===== config.mk =====
export PLATFORM = sky130hd
export DESIGN_NAME = core_mul_sched
export DESIGN_NICKNAME = d
export VERILOG_FILES = /design/src/rtl/core_mul_sched.sv
export SDC_FILE = /design/constraint.sdc
export NUM_CORES = 1
export LEC_CHECK = 0
export CAP_MARGIN = 40
export CORE_AREA = 2 2 201 203
export DETAILED_ROUTE_END_ITERATION = 7
export DIE_AREA = 0 0 203 205
export PLACE_DENSITY_LB_ADDON = 0.25
export SETUP_SLACK_MARGIN = 0.2
export SYNTH_ARGS = -nofsm -noshare
export SYNTH_HDL_FRONTEND = slang
export SYNTH_SLANG_ARGS = --single-unit

===== constraint.sdc =====
create_clock -name clk -period 3.64 [get_ports clk]
set_input_delay 0.91 -clock clk [delete_from_list [all_inputs] [get_ports clk]]
set_output_delay 0.91 -clock clk [all_outputs]
set_load 0.05 [all_outputs]

===== src/rtl/core_mul_sched.sv =====
`default_nettype none
// ============================================================================
//  Module   : core_mul_sched
//  Purpose  : Shares one core_mul multiplier between the two issue lanes of
//             the dual-issue core. Arbitrates lane requests with lane 0
//             priority, latches operands, runs the start/ready handshake and
//             serialises the 32/64-bit result onto one writeback port.
//             Flushes never abort the multiplier: an operation that has been
//             handed to core_mul is always drained to completion.
//  Revision : 1.0 - initial release
// ============================================================================
module core_mul_sched #(
    parameter int W   = 32,
    parameter int R_W = 4
) (
    input  logic             clk,
    input  logic             rst_n,
    input  logic             flush,
    input  logic [1:0]       req,
    output logic [1:0]       gnt,
    input  logic [2*W-1:0]   op_a,
    input  logic [2*W-1:0]   op_b,
    input  logic [2*W-1:0]   op_c_hi,
    input  logic [2*W-1:0]   op_c_lo,
    input  logic [1:0]       op_long,
    input  logic [1:0]       op_add,
    input  logic [1:0]       op_sig,
    input  logic [2*R_W-1:0] op_rd_lo,
    input  logic [2*R_W-1:0] op_rd_hi,
    output logic             mul_start,
    output logic [W-1:0]     mul_a,
    output logic [W-1:0]     mul_b,
    output logic [W-1:0]     mul_c_hi,
    output logic [W-1:0]     mul_c_lo,
    output logic             mul_long,
    output logic             mul_add,
    output logic             mul_signed,
    input  logic [W-1:0]     mul_q_hi,
    input  logic [W-1:0]     mul_q_lo,
    input  logic             mul_ready,
    output logic             wb_valid,
    output logic [R_W-1:0]   wb_r,
    output logic [W-1:0]     wb_value,
    input  logic             wb_ack,
    output logic             busy
);

    typedef enum logic [2:0] {
        S_IDLE  = 3'd0,
        S_ISSUE = 3'd1,
        S_WAIT  = 3'd2,
        S_WB_LO = 3'd3,
        S_WB_HI = 3'd4,
        S_DRAIN = 3'd5
    } state_t;

    state_t         state_q;

    // Latched operation (held stable from ISSUE until the result is captured)
    logic [W-1:0]   a_q;
    logic [W-1:0]   b_q;
    logic [W-1:0]   c_hi_q;
    logic [W-1:0]   c_lo_q;
    logic           long_q;
    logic           add_q;
    logic           sig_q;
    logic [R_W-1:0] rd_lo_q;
    logic [R_W-1:0] rd_hi_q;

    // High result word parked here while the low word is being written back
    logic [W-1:0]   res_hi_q;

    // Registered outputs
    logic           start_q;
    logic           wb_valid_q;
    logic [R_W-1:0] wb_r_q;
    logic [W-1:0]   wb_value_q;
    logic           busy_q;

    // Lane selected by the arbiter for this cycle
    logic           sel_lane1;
    logic [W-1:0]   sel_a;
    logic [W-1:0]   sel_b;
    logic [W-1:0]   sel_c_hi;
    logic [W-1:0]   sel_c_lo;
    logic           sel_long;
    logic           sel_add;
    logic           sel_sig;
    logic [R_W-1:0] sel_rd_lo;
    logic [R_W-1:0] sel_rd_hi;

    // Fixed-priority grant: only while idle, not flushing and out of reset
    always_comb begin
        gnt = 2'b00;
        if (rst_n && (state_q == S_IDLE) && !flush) begin
            if (req[0]) begin
                gnt = 2'b01;
            end else if (req[1]) begin
                gnt = 2'b10;
            end
        end
    end

    assign sel_lane1 = gnt[1];
    assign sel_a     = sel_lane1 ? op_a[2*W-1:W]        : op_a[W-1:0];
    assign sel_b     = sel_lane1 ? op_b[2*W-1:W]        : op_b[W-1:0];
    assign sel_c_hi  = sel_lane1 ? op_c_hi[2*W-1:W]     : op_c_hi[W-1:0];
    assign sel_c_lo  = sel_lane1 ? op_c_lo[2*W-1:W]     : op_c_lo[W-1:0];
    assign sel_long  = sel_lane1 ? op_long[1]           : op_long[0];
    assign sel_add   = sel_lane1 ? op_add[1]            : op_add[0];
    assign sel_sig   = sel_lane1 ? op_sig[1]            : op_sig[0];
    assign sel_rd_lo = sel_lane1 ? op_rd_lo[2*R_W-1:R_W] : op_rd_lo[R_W-1:0];
    assign sel_rd_hi = sel_lane1 ? op_rd_hi[2*R_W-1:R_W] : op_rd_hi[R_W-1:0];

    // Scheduler FSM: grant/latch, start pulse, result wait, two-beat writeback, drain
    always_ff @(posedge clk) begin
        if (!rst_n) begin
            state_q    <= S_IDLE;
            a_q        <= '0;
            b_q        <= '0;
            c_hi_q     <= '0;
            c_lo_q     <= '0;
            long_q     <= 1'b0;
            add_q      <= 1'b0;
            sig_q      <= 1'b0;
            rd_lo_q    <= '0;
            rd_hi_q    <= '0;
            res_hi_q   <= '0;
            start_q    <= 1'b0;
            wb_valid_q <= 1'b0;
            wb_r_q     <= '0;
            wb_value_q <= '0;
            busy_q     <= 1'b0;
        end else begin
            case (state_q)
                S_IDLE: begin
                    if (gnt != 2'b00) begin
                        a_q     <= sel_a;
                        b_q     <= sel_b;
                        c_hi_q  <= sel_c_hi;
                        c_lo_q  <= sel_c_lo;
                        long_q  <= sel_long;
                        add_q   <= sel_add;
                        sig_q   <= sel_sig;
                        rd_lo_q <= sel_rd_lo;
                        rd_hi_q <= sel_rd_hi;
                        start_q <= 1'b1;
                        busy_q  <= 1'b1;
                        state_q <= S_ISSUE;
                    end
                end

                S_ISSUE: begin
                    // The start pulse is already on the wire, so a flush here
                    // can only turn the operation into a drain.
                    start_q <= 1'b0;
                    state_q <= flush ? S_DRAIN : S_WAIT;
                end

                S_WAIT: begin
                    if (flush) begin
                        if (mul_ready) begin
                            busy_q  <= 1'b0;
                            state_q <= S_IDLE;
                        end else begin
                            state_q <= S_DRAIN;
                        end
                    end else if (mul_ready) begin
                        res_hi_q   <= mul_q_hi;
                        wb_valid_q <= 1'b1;
                        wb_r_q     <= rd_lo_q;
                        wb_value_q <= mul_q_lo;
                        state_q    <= S_WB_LO;
                    end
                end

                S_WB_LO: begin
                    if (wb_ack) begin
                        if (long_q) begin
                            wb_r_q     <= rd_hi_q;
                            wb_value_q <= res_hi_q;
                            state_q    <= S_WB_HI;
                        end else begin
                            wb_valid_q <= 1'b0;
                            wb_r_q     <= '0;
                            wb_value_q <= '0;
                            busy_q     <= 1'b0;
                            state_q    <= S_IDLE;
                        end
                    end
                end

                S_WB_HI: begin
                    if (wb_ack) begin
                        wb_valid_q <= 1'b0;
                        wb_r_q     <= '0;
                        wb_value_q <= '0;
                        busy_q     <= 1'b0;
                        state_q    <= S_IDLE;
                    end
                end

                S_DRAIN: begin
                    if (mul_ready) begin
                        busy_q  <= 1'b0;
                        state_q <= S_IDLE;
                    end
                end

                default: begin
                    start_q    <= 1'b0;
                    wb_valid_q <= 1'b0;
                    busy_q     <= 1'b0;
                    state_q    <= S_IDLE;
                end
            endcase
        end
    end

    assign mul_start  = start_q;
    assign mul_a      = a_q;
    assign mul_b      = b_q;
    assign mul_c_hi   = c_hi_q;
    assign mul_c_lo   = c_lo_q;
    assign mul_long   = long_q;
    assign mul_add    = add_q;
    assign mul_signed = sig_q;
    assign wb_valid   = wb_valid_q;
    assign wb_r       = wb_r_q;
    assign wb_value   = wb_value_q;
    assign busy       = busy_q;

endmodule
`default_nettype wire


==> metrics, run 1 <==
mux cell area share after synthesis=0.00218; clk buf depth=3; All-Layer GR Usage=0.172; final slew viol count=0; Worst-Margin Slew=1040 ps; arrival time worst endpoint=roughly 2300 ps; hold depth=2; FMAX=309 MHz; DR WL/cell=~21 microns; Core ar.=between 30000 and 40000 sq um; dpl cell area=around 15000 sq um; vias after detailed routing=around 9000; Synth top cells by count=dfxtp_1 (213), o221a_2 (139), o22a_1 (139); Cells after Synth=870; port buffer count=between 500 and 600; largest net degree at the start of global routing=216; Root Buffer Master=clkbuf_16; cell taking the most area after synthesis=dfxtp_1; Ant. Diodes=0; Ys Warns=0; most used cell, CP=nor2_1; Tmin final=3240 ps; Final Setup Violations=0; Final Core Density=0.397; r2r startpoint=state_q[1]$_SDFFE_PN0P_; worst hold start=res_hi_q[1]$_SDFFE_PN0P_; max-cap viol count=0; Post-synth EDFFs=0; drc violations=0; final instance area=between 15000 and 20000 sq um; Worst path slowest cell=clkdlybuf4s50_1; Clock Latency Late Sink=530 ps; Critical R2R Capture=mul_b[13]$_SDFFE_PN0P_; crit-path max cell delay=between 400 and 500 ps; Clk pin slew, worst setup/hold paths=around 60 ps; clock skew=21.1 ps; Max IR drop VDD=about 220 uV; Final #Nets=approximately 1700; Die Ht=~210 microns; Synth top area share=0.465; Crit path required time=2730 ps; clk sinks=roughly 210; # hold bufs at CTS=0; fill count=roughly 3900; post-CTS sizing=0; grt ovf=0; Final WS setup=403 ps; Final period util=0.889; final number of hold-violating endpoints=0; register area share after synthesis=0.465; Die Width=between 200 and 250 microns; Critical Path End Type=primary output; Post-Place Setup Slack=around 400 ps; I/O pin count=between 500 and 600; area fraction in and, or, nand and nor cells after synthesis=0.0488; Slew headroom=0.307; setup TNS=0 ps; worst reg-to-reg path cell count=6; Pwr Density=between 500 and 600 nW/um^2; compound-cell area share of the yosys netlist=0.427; 1st-pass router iterations=4; syn avg cell area=10.5 sq um; post-synthesis xor/xnor area fraction=0.000954; total CTS buffers=24; Cell variety after synth=between 40 and 50; Initial Utilization=0.233; Hold EP=res_hi_q[1]$_SDFFE_PN0P_; die area=41600 sq um; Post-Synthesis Cell Area=between 9000 and 10000 sq um; adder-cell area share of the yosys netlist=0; Critical Path, Cell by Cell=clkdlybuf4s50_1, nor2_1, nand3_4, nor2_1, buf_12; Async SR Flop Fraction=0; CTS tree=built; critical path fanouts, max=4; Area contributors post-synth=dfxtp_1 (46%), o221a_2 (17%), o22a_1 (13%); htree depth=1; number of global-route vias before repair=between 9000 and 10000; Syn Nets=between 1000 and 1500; RSZ-0062 raised after global routing=no; most common cell in the synthesized netlist=dfxtp_1; Seq cells post-synth=~210; largest family of logic cells by synthesized area=compound AO/OA/AOI/OAI gates; Top FF cell, synth=dfxtp_1; initial DRC count=583; DP HPWL=26.1 mm; WL final=around 38 mm; crit start category=input pin; slack of the worst reg-to-reg path=1110 ps; layout cell share with drive strength beyond 1=0.156; Post-CTS Setup Bufs=0; gpl congestion=approximately 0.86; Hold WS=approximately 460 ps; CP Class=in2out; initial antenna violation count=0; hold crit path type=reg2reg; status=completed; FP Rows=73; P&R area growth vs syn=70.2%; routed vias/inst=slightly below 5; first-pass GRT wire length=around 56 mm; CP Launch Point=flush; antenna viol nets, final=0; Pleak=around 0.0056 uW
[registers in the layout, indices dropped and copies added, names as in the netlist, 3 cells and up]
| signal | count |
|---|---|
| mul_a | 32 |
| mul_b | 32 |
| mul_c_hi | 32 |
| mul_c_lo | 32 |
| res_hi_q | 32 |
| wb_value | 32 |
| rd_hi_q | 4 |
| rd_lo_q | 4 |
| wb_r | 4 |
| state_q | 3 |
[area by class of cell]
class                           count  area [sq um]  area share
Timing Repair Buffer              540          5460       0.349
Multi-Input combinational cell    536          4420       0.283
Sequential cell                   213          4260       0.273
Clock buffer                       36           716      0.0458
Tap cell                          525           657      0.0421
Clock inverter                      7          96.3     0.00617
Inverter                            3          13.8    0.000881
[per-stage QoR]
step | total power [uW] | instances
6_report | 9190 | 1860
5_1_grt | 9600 | 1860
4_1_cts | 9300 | 1860
3_5_place_dp | 6750 | 1817
3_3_place_gp | 6720 | 1816
2_1_floorplan | 5280 | 870
[worst max-delay path, delay by kind of cell]
kind | cells | cell delay, ps
AND/OR/NAND/NOR | 3 | 760
buffers and inverters | 2 | 650
[where the power goes]
| part | internal [uW] | switching (uW) | leakage [uW] |
|---|---|---|---|
| sequential | 2730 | 264 | 0.00174 |
| clock | 1500 | 995 | 0.000403 |
| combinational | 1500 | 2210 | 0.00341 |
[placed cells by master, fill, tap and decap left out, drive strengths merged, types with 2 or more instances in the layout]
| cell | count |
|---|---|
| nand2b | 3 |
| nand3 | 3 |
| clkbuf | 36 |
| buf | 23 |
| clkdlybuf4s50 | 517 |
| bufinv | 2 |
| o22a | 139 |
| and3 | 2 |
| inv | 3 |
| a21boi | 33 |
| o31ai | 36 |
| dfxtp | 213 |
| nor4b | 2 |
| a32oi | 37 |
| clkinv | 5 |
| nor2 | 6 |
| a21oi | 39 |
| mux2i | 2 |
| o221a | 139 |
| or3b | 2 |
| nand2 | 72 |
| nor2b | 5 |
[worst max path at each step]
stage	endpoint	slack, ps	cells after the start
2_1_floorplan	gnt[1]	500	4
3_3_place_gp	mul_c_hi[9]$_SDFFE_PN0P_	140	6
3_5_place_dp	gnt[0]	400	5
4_1_cts	gnt[0]	390	5
5_1_grt	gnt[0]	350	5
6_report	gnt[0]	400	5
[logic make-up (layout without fill, tap and decap cells)]
family	after synthesis	count (layout)
AO/OA/AOI/OAI	434	434
flip-flops	213	213
buffers and inverters	121	586
AND/OR/NAND/NOR	99	99
multiplexers	2	2
XOR/XNOR	1	1
[routing by layer]
metal | wire, microns | part of all wire | track usage | vias to the layer above
met5 | 0 | 0 | 0 | -
met4 | 1110 | 0.029 | 0.0553 | 0
met3 | 2800 | 0.073 | 0.0431 | 64
met2 | 18200 | 0.47 | 0.290 | 367
met1 | 16200 | 0.42 | 0.215 | 4402
li1 | - | - | - | 4407
No activity file was read; power rests on OpenSTA's default activity.
==> run 2, diff against run 1 <==
==> constraint.sdc (replaced) <==
create_clock -name clk -period 3.1 [get_ports clk]
set_input_delay 0.775 -clock clk [delete_from_list [all_inputs] [get_ports clk]]
set_output_delay 0.775 -clock clk [all_outputs]
set_load 0.05 [all_outputs]
==> metrics, run 2 (synthesized netlist as in run 1, its figures left out) <==
status=completed; WL final=~38 mm; vias after detailed routing=approximately 9400; CTS tree=built; Core ar.=about 40000 sq um; critical path fanouts, max=4; Die Width=203 microns; Root Buffer Master=clkbuf_16; final instance area=around 16000 sq um; FMAX=around 350 MHz; fin cells=1868; die area=roughly 42000 sq um; RSZ-0062 raised after global routing=yes; final number of hold-violating endpoints=0; max-cap viol count=0; setup TNS=0 ps; Critical Path, Cell by Cell=clkdlybuf4s50_1, nor2_2, nand3_4, nor2_1, buf_12; crit-path max cell delay=500 ps; drc violations=0; final slew viol count=0; DR WL/cell=about 20 microns; P&R area growth vs syn=71.8%; Final Setup Violations=0; placed insts=~1800; Pwr Density=~700 nW/um^2; Worst-Margin Slew=~800 ps; 1st-pass router iterations=5; Critical Path End Type=primary output; number of global-route vias before repair=between 9000 and 10000; grt ovf=0; dpl cell area=roughly 15000 sq um; Tmin final=around 2800 ps; commonest non-fill, non-tap cell in the layout=clkdlybuf4s50_1; hold crit path type=reg2reg; layout cell share with drive strength beyond 1=0.165; Die Ht=about 210 microns; All-Layer GR Usage=0.172; crit start category=input pin; Max IR drop VDD=410 uV; Crit path required time=2320 ps; Post-CTS Setup Bufs=0; CP delay by family, top=buffers and inverters; fill count=approximately 3900; initial antenna violation count=0; largest net degree at the start of global routing=140; Slew headroom=0.466; clk sinks=between 200 and 250; Pleak=~0.0056 uW; first-pass GRT wire length=around 57 mm; CP Class=in2out; Final #Nets=roughly 1700; Ant. Diodes=0; Clock Latency Late Sink=roughly 520 ps; antenna viol nets, final=0; I/O pin count=around 520; clock skew=around 12 ps; FP Rows=73; clk buf depth=3; DP HPWL=26.1 mm; commonest non-fill, non-tap cells in the layout=clkdlybuf4s50_1 (517), dfxtp_1 (213), o22a_1 (139), o221a_2 (139), nand2_1 (71); htree depth=1; worst path bufs/invs=2; Final period util=0.913; port buffer count=between 500 and 600; gpl congestion=about 0.84; total CTS buffers=26; Clk pin slew, worst setup/hold paths=60 ps; arrival time worst endpoint=around 2100 ps; initial DRC count=approximately 470; Worst path slowest cell=clkdlybuf4s50_1; routed vias/inst=about 5; Initial Utilization=0.233
==> run 2: cell count changes in the layout (fill, tap and decap cells not counted), sizes merged <==
cell	previous run	this run
buf	23	27
inv	3	5
clkinv	5	6
clkinvlp	0	1
==> run 2: area by class of cell <==
class | count | area, sq um | share of cell area
Sequential cell | 213 | 4260 | 0.270
Clock inverter | 11 | 115 | 0.00730
Inverter | 3 | 13.8 | 0.000873
Tap cell | 525 | 657 | 0.0417
Clock buffer | 36 | 779 | 0.0494
Timing Repair Buffer | 544 | 5520 | 0.350
Multi-Input combinational cell | 536 | 4420 | 0.280
==> run 2: what timing repair did <==
action | 4_1_cts | 5_1_grt
gates resized for setup | 1 | 1
hold buffers | 0 | 0
hold endpoints to repair | 0 | 0
gates cloned | 0 | 0
setup endpoints to repair | 2 | 1
==> run 2: final timing paths <==
path	startpoint	end	slack [ps]	depth (start not counted)
setup / recovery	flush	gnt[1]	270	5
hold / removal	res_hi_q[17]$_SDFFE_PN0P_	res_hi_q[17]$_SDFFE_PN0P_	460	2
setup reg to reg	state_q[0]$_SDFFE_PN0P_	wb_value[31]$_SDFFE_PN0P_	970	6
hold reg to reg	res_hi_q[17]$_SDFFE_PN0P_	res_hi_q[17]$_SDFFE_PN0P_	460	2
==> run 2: worst reg2reg max path, cell delays in order (launching register included) <==
cell and delay (ps):
dfxtp_1 680, nand3b_1 130, buf_4 300, a21boi_4 210, buf_4 440, o31ai_1 160
a21oi_1 150
==> run 2: power breakdown <==
part	internal [uW]	switching, uW
Sequential	3200	288
Combinational	1780	2610
Clock	1920	1220
==> run 2: layer usage <==
| metal | GRT usage | part of all wire |
|---|---|---|
| met3 | 0.0390 | 0.068 |
| met4 | 0.0511 | 0.026 |
| met2 | 0.304 | 0.49 |
| met5 | 0 | 0 |
| met1 | 0.209 | 0.41 |
==> run 2: through the flow <==
step	hold WS, ps	power (uW)	worst slack (ps)	util
4_1_cts	466	11200	205	0.401
3_3_place_gp	451	7930	90.3	0.378
3_5_place_dp	458	7950	133	0.378
5_1_grt	483	11500	200	0.401
2_1_floorplan	443	6210	232	-
6_report	463	11000	268	0.401
